$ cat src/rtl/step_ctrl_pkg.sv
// Shared FSM state encoding and default parameter values for the emulator step controller.
package step_ctrl_pkg;

    typedef enum logic [1:0] {
        ST_IDLE     = 2'd0,
        ST_STEP     = 2'd1,
        ST_WAIT_LOW = 2'd2
    } state_t;

    localparam int DEF_CYCLES_PER_STEP = 1;
    localparam int DEF_CNT_WIDTH       = 32;
    localparam int DEF_T_WIDTH         = 32;
    localparam int DEF_DT_INT          = 1;

endpackage

$ cat src/rtl/sync2.sv
// Two-flop synchronizer for a slow asynchronous level coming from the stimulus controller.
module sync2 (
    input  logic clk,
    input  logic rst,
    input  logic d,
    output logic q
);

    logic s1_q;
    logic s2_q;

    always_ff @(posedge clk) begin
        if (rst) begin
            s1_q <= 1'b0;
            s2_q <= 1'b0;
        end else begin
            s1_q <= d;
            s2_q <= s1_q;
        end
    end

    assign q = s2_q;

endmodule

$ cat src/rtl/step_ctrl.sv
// Single-step controller: turns each go pulse into a CYCLES_PER_STEP clock-enable burst
// and tracks completed steps and emulated time while the model is out of reset.
module step_ctrl
    import step_ctrl_pkg::*;
#(
    parameter int CYCLES_PER_STEP = DEF_CYCLES_PER_STEP,
    parameter int CNT_WIDTH       = DEF_CNT_WIDTH,
    parameter int T_WIDTH         = DEF_T_WIDTH,
    parameter int DT_INT          = DEF_DT_INT
) (
    input  logic                 emu_clk,
    input  logic                 emu_rst,
    input  logic                 go_vio,
    input  logic                 rst_vio,
    output logic                 emu_clk_en,
    output logic                 model_rst,
    output logic                 step_done,
    output logic                 busy,
    output logic [CNT_WIDTH-1:0] step_count,
    output logic [T_WIDTH-1:0]   t_sim
);

    logic go_s2;
    logic rst_s2;

    sync2 u_sync_go  (.clk(emu_clk), .rst(emu_rst), .d(go_vio),  .q(go_s2));
    sync2 u_sync_rst (.clk(emu_clk), .rst(emu_rst), .d(rst_vio), .q(rst_s2));

    state_t               state_q, state_d;
    logic [7:0]           cyc_q, cyc_d;
    logic                 en_q, en_d;
    logic                 go_prev_q;
    logic                 hold_q, hold_d;
    logic                 model_rst_q, model_rst_d;
    logic [CNT_WIDTH-1:0] cnt_q, cnt_d;
    logic [T_WIDTH-1:0]   t_q, t_d;
    logic                 go_rise;
    logic                 last_cyc;

    assign go_rise  = go_s2 & ~go_prev_q;
    assign last_cyc = (state_q == ST_STEP) && (cyc_q == 8'd0);

    always_comb begin
        state_d = state_q;
        cyc_d   = cyc_q;
        en_d    = 1'b0;
        case (state_q)
            ST_IDLE: begin
                if (go_rise) begin
                    state_d = ST_STEP;
                    cyc_d   = 8'(CYCLES_PER_STEP - 1);
                    en_d    = 1'b1;
                end
            end
            ST_STEP: begin
                if (cyc_q == 8'd0) begin
                    state_d = ST_WAIT_LOW;
                end else begin
                    cyc_d = cyc_q - 8'd1;
                    en_d  = 1'b1;
                end
            end
            // One step per go pulse: wait for go to drop before re-arming.
            ST_WAIT_LOW: begin
                if (!go_s2) state_d = ST_IDLE;
            end
            default: state_d = ST_IDLE;
        endcase
    end

    // After emu_rst, keep the model in reset until synchronized rst_vio has been seen low.
    always_comb begin
        hold_d      = hold_q & rst_s2;
        model_rst_d = rst_s2 | hold_q;
    end

    // A step finishing while model_rst is high is not counted.
    always_comb begin
        cnt_d = cnt_q;
        t_d   = t_q;
        if (model_rst_q) begin
            cnt_d = '0;
            t_d   = '0;
        end else if (last_cyc) begin
            cnt_d = cnt_q + CNT_WIDTH'(1);
            t_d   = t_q + T_WIDTH'(DT_INT);
        end
    end

    always_ff @(posedge emu_clk) begin
        if (emu_rst) begin
            state_q     <= ST_IDLE;
            cyc_q       <= 8'd0;
            en_q        <= 1'b0;
            go_prev_q   <= 1'b0;
            hold_q      <= 1'b1;
            model_rst_q <= 1'b1;
            cnt_q       <= '0;
            t_q         <= '0;
        end else begin
            state_q     <= state_d;
            cyc_q       <= cyc_d;
            en_q        <= en_d;
            go_prev_q   <= go_s2;
            hold_q      <= hold_d;
            model_rst_q <= model_rst_d;
            cnt_q       <= cnt_d;
            t_q         <= t_d;
        end
    end

    assign emu_clk_en = en_q;
    assign model_rst  = model_rst_q;
    assign step_done  = last_cyc;
    assign busy       = (state_q != ST_IDLE);
    assign step_count = cnt_q;
    assign t_sim      = t_q;

endmodule

$ cat config.mk
export PLATFORM = sky130hd
export DESIGN_NAME = step_ctrl
export DESIGN_NICKNAME = d
export VERILOG_FILES = /design/src/rtl/step_ctrl_pkg.sv /design/src/rtl/sync2.sv /design/src/rtl/step_ctrl.sv
export SDC_FILE = /design/constraint.sdc
export NUM_CORES = 1
export LEC_CHECK = 0
export CAP_MARGIN = 20
export CORE_UTILIZATION = 40
export DETAILED_ROUTE_END_ITERATION = 12
export PLACE_DENSITY = 0.6
export SKIP_CTS_REPAIR_TIMING = 1
export SYNTH_ARGS = -nofsm -noshare
export SYNTH_HDL_FRONTEND = slang
export SYNTH_SLANG_ARGS = --single-unit
$ cat constraint.sdc
create_clock -name emu_clk -period 4.8 [get_ports emu_clk]
set_clock_uncertainty 0.15 [all_clocks]
set_input_delay 1.2 -clock emu_clk [delete_from_list [all_inputs] [get_ports emu_clk]]
set_output_delay 1.2 -clock emu_clk [all_outputs]
set_load 0.02 [all_outputs]
==> results.ini <==
[synth]
syn_nets = 490
synthArstFlopShare_pct = 0
yosysTopAreaCell = dfxtp_1
synth_top_area_share_pct = 40.5
yosysMostFrequentCell = dfxtp_1
synthTopCellsByArea = dfxtp_1, a21oi_1, or3_1, or4_1, o31ai_1
avgSynthCellArea_um2 = 8.41
synth_edf_count = 0
ys_ff_latch = 82
synth_common_cells = dfxtp_1, a21oi_1, nand2_1, or3_1, clkbuf_1
yosysSeqAreaShare_pct = 40.5
yosysWarningCount = 0
synth_area_um2 = 4050
synthFlopType = dfxtp_1
synthesis.instances = 482
netlist-cell-type-count = 44

[critical_path]
critPathCaptureType = output port
startpoint = state_q[0]
worstSetupEndpoint = step_done
r2r_start = state_q[0]
start_kind = flip-flop
r2r_setup_slack_ns = 1.82
crit_path_max_fanout = 15
crit_required_ns = 3.45
rr_worst_depth = 4
r2r_end = t_sim[28]
crit_type = flip-flop to output port
crit_arrival_ns = 2.82

[floorplanning]
fp.dieArea_um2 = 10500
rows = 36
start_util_pct = 41.3
fp.coreArea_um2 = 9820
die_y_um = 103
io_pins = 72
die_w_um = 103

[clock_tree]
cts_max_level = 3
path_clk_slew_ns = 0.08
cts_root_buffer = clkbuf_8
clkSinkCount = 82
cts_buffer_depth = 2
insertion_delay_ns = 0.35
cts_buffers = 9
cts_tree = yes

[final_layout]
area_growth_pct = 24.9
final_nets = 546
drive_gt1_share_pct = 5.71
insertedDiodeCount = 0
fill_cells = 995

[detailed_routing]
dr_wl_met2_um = 4990
drt_iter0_drc = 153
ant_nets = 0
wl_met3_um = 279
wl_met1_um = 5130
routed_wl_um = 10600
drc = 0
num_vias = 3903
vias_per_cell = 5.77
drtPass1Iterations = 4
wl_per_cell_um = 15.7
dr.max_layer_used = met4

[timing]
fmax_ghz = 0.240
setup_violations = 0
hold_violations = 0
tightest_slew_ns = 0.890
rsz0062_at_grt = false
setup_ws_ns = 0.633
fin_tns_setup_ns = 0
timing.final.crit_share_pct = 86.8
slew-limit-headroom_pct = 40.5
slew_violations = 0
holdWs_ns = 0.297
min_period_ns = 4.17

[flow_run]
maxCapViolCount = 0

[placement]
place.gp.congestion = 0.781
place_ws_ns = 0.985
io_buffers = 71
dp_hpwl_um = 7350

[global_route]
grt_pass1_vias = 3411
antenna_found_initial = 0
grt_max_degree = 37
gr-total-overflow = 0
grt_use_total_pct = 20.5
grt_pass1_wl_um = 16900

[outcome]
status = finished clean

[power]
powerDensity_nw_per_um2 = 276
p_leak_uw = 0.00154
peakVddDrop_uv = 178

[hold_path]
hold_class = flip-flop to flip-flop

metal layers:
| metal | vias up | global-route usage, % |
|---|---|---|
| met1 | 1868 | 27.7 |
| li1 | 1954 | - |
| met4 | 0 | 8.46 |
| met3 | 15 | 2.98 |
| met5 | - | 0 |
| met2 | 66 | 32.7 |
state kept, by name, summed over array words and instances (netlist names):
name	cells
u_sync_go.s1_q	1
model_rst	1
cyc_q	8
state_q	2
go_prev_q	1
step_count	32
u_sync_rst.s1_q	1
u_sync_go.q	1
hold_q	1
t_sim	32
u_sync_rst.q	1
emu_clk_en	1
power breakdown:
part           leakage, uW  switching (uW)  internal [uW]
clock             0.000105             260            292
sequential        0.000663            13.1            691
combinational     0.000769            89.9           49.6
placed cells by master, fill, tap and decap left out, drive strengths merged, types with 4 or more instances in the layout:
master         count
or4               26
and4              11
nor2              14
nor4              10
o21ai             16
nor3               5
inv               14
ha                 4
dfxtp             82
clkdlybuf4s50     71
nor2b              6
nand3             21
nor4b              5
and3               8
mux2i             15
clkbuf             9
xnor2              4
nand4             25
or3               32
or2                5
nand2             43
a21oi             48
o41ai              4
o31ai             24
buf                6
worst max-delay path: stages, from the launching register on:
cell	delay, ns
dfxtp_1	0.52
nor2b_1	0.50
nand3_1	0.49
inv_1	0.31
clkdlybuf4s50_1	0.65
cells by family (layout without fill, tap and decap cells):
logic type,Yosys count,in the layout,share of synthesized area [%]
DFF,82,82,40.5
muxes,15,15,3.70
xor gates and xnor gates,6,6,1.30
adders and majority gates,4,4,1.23
AOI/OAI and AO/OA,106,106,16.1
and+or+nand+nor,223,223,32.7
buffers and inverters,46,107,4.47
worst min path at each step:
stage,startpoint,end,depth (start not counted)
CTS,hold_q,model_rst,1
global placement,hold_q,model_rst,1
floorplan,hold_q,model_rst,1
detailed placement,hold_q,model_rst,1
global route,u_sync_rst.s1_q,u_sync_rst.q,1
finish,u_sync_rst.s1_q,u_sync_rst.q,1
final cells by class:
type,instances,area (um2),share of cell area [%]
well taps,133,166,3.29
flip-flops and latches,82,1640,32.4
multi-input cells,354,2230,44.1
clock inverters,7,93.8,1.85
clock buffers,9,124,2.45
inverters,14,52.6,1.04
repair buffers,77,753,14.9
through the flow:
stage | area, um2 | std cells | utilization (%) | total power [uW]
finish | 5060 | 676 | 51.6 | 1400
global route | 5060 | 676 | 51.6 | 1460
CTS | 5050 | 674 | 51.4 | 1400
detailed placement | 4830 | 658 | 49.2 | 858
global placement | 4830 | 658 | 49.2 | 855
floorplan | 4050 | 482 | - | 821
Power figures use the tool's default switching activity.
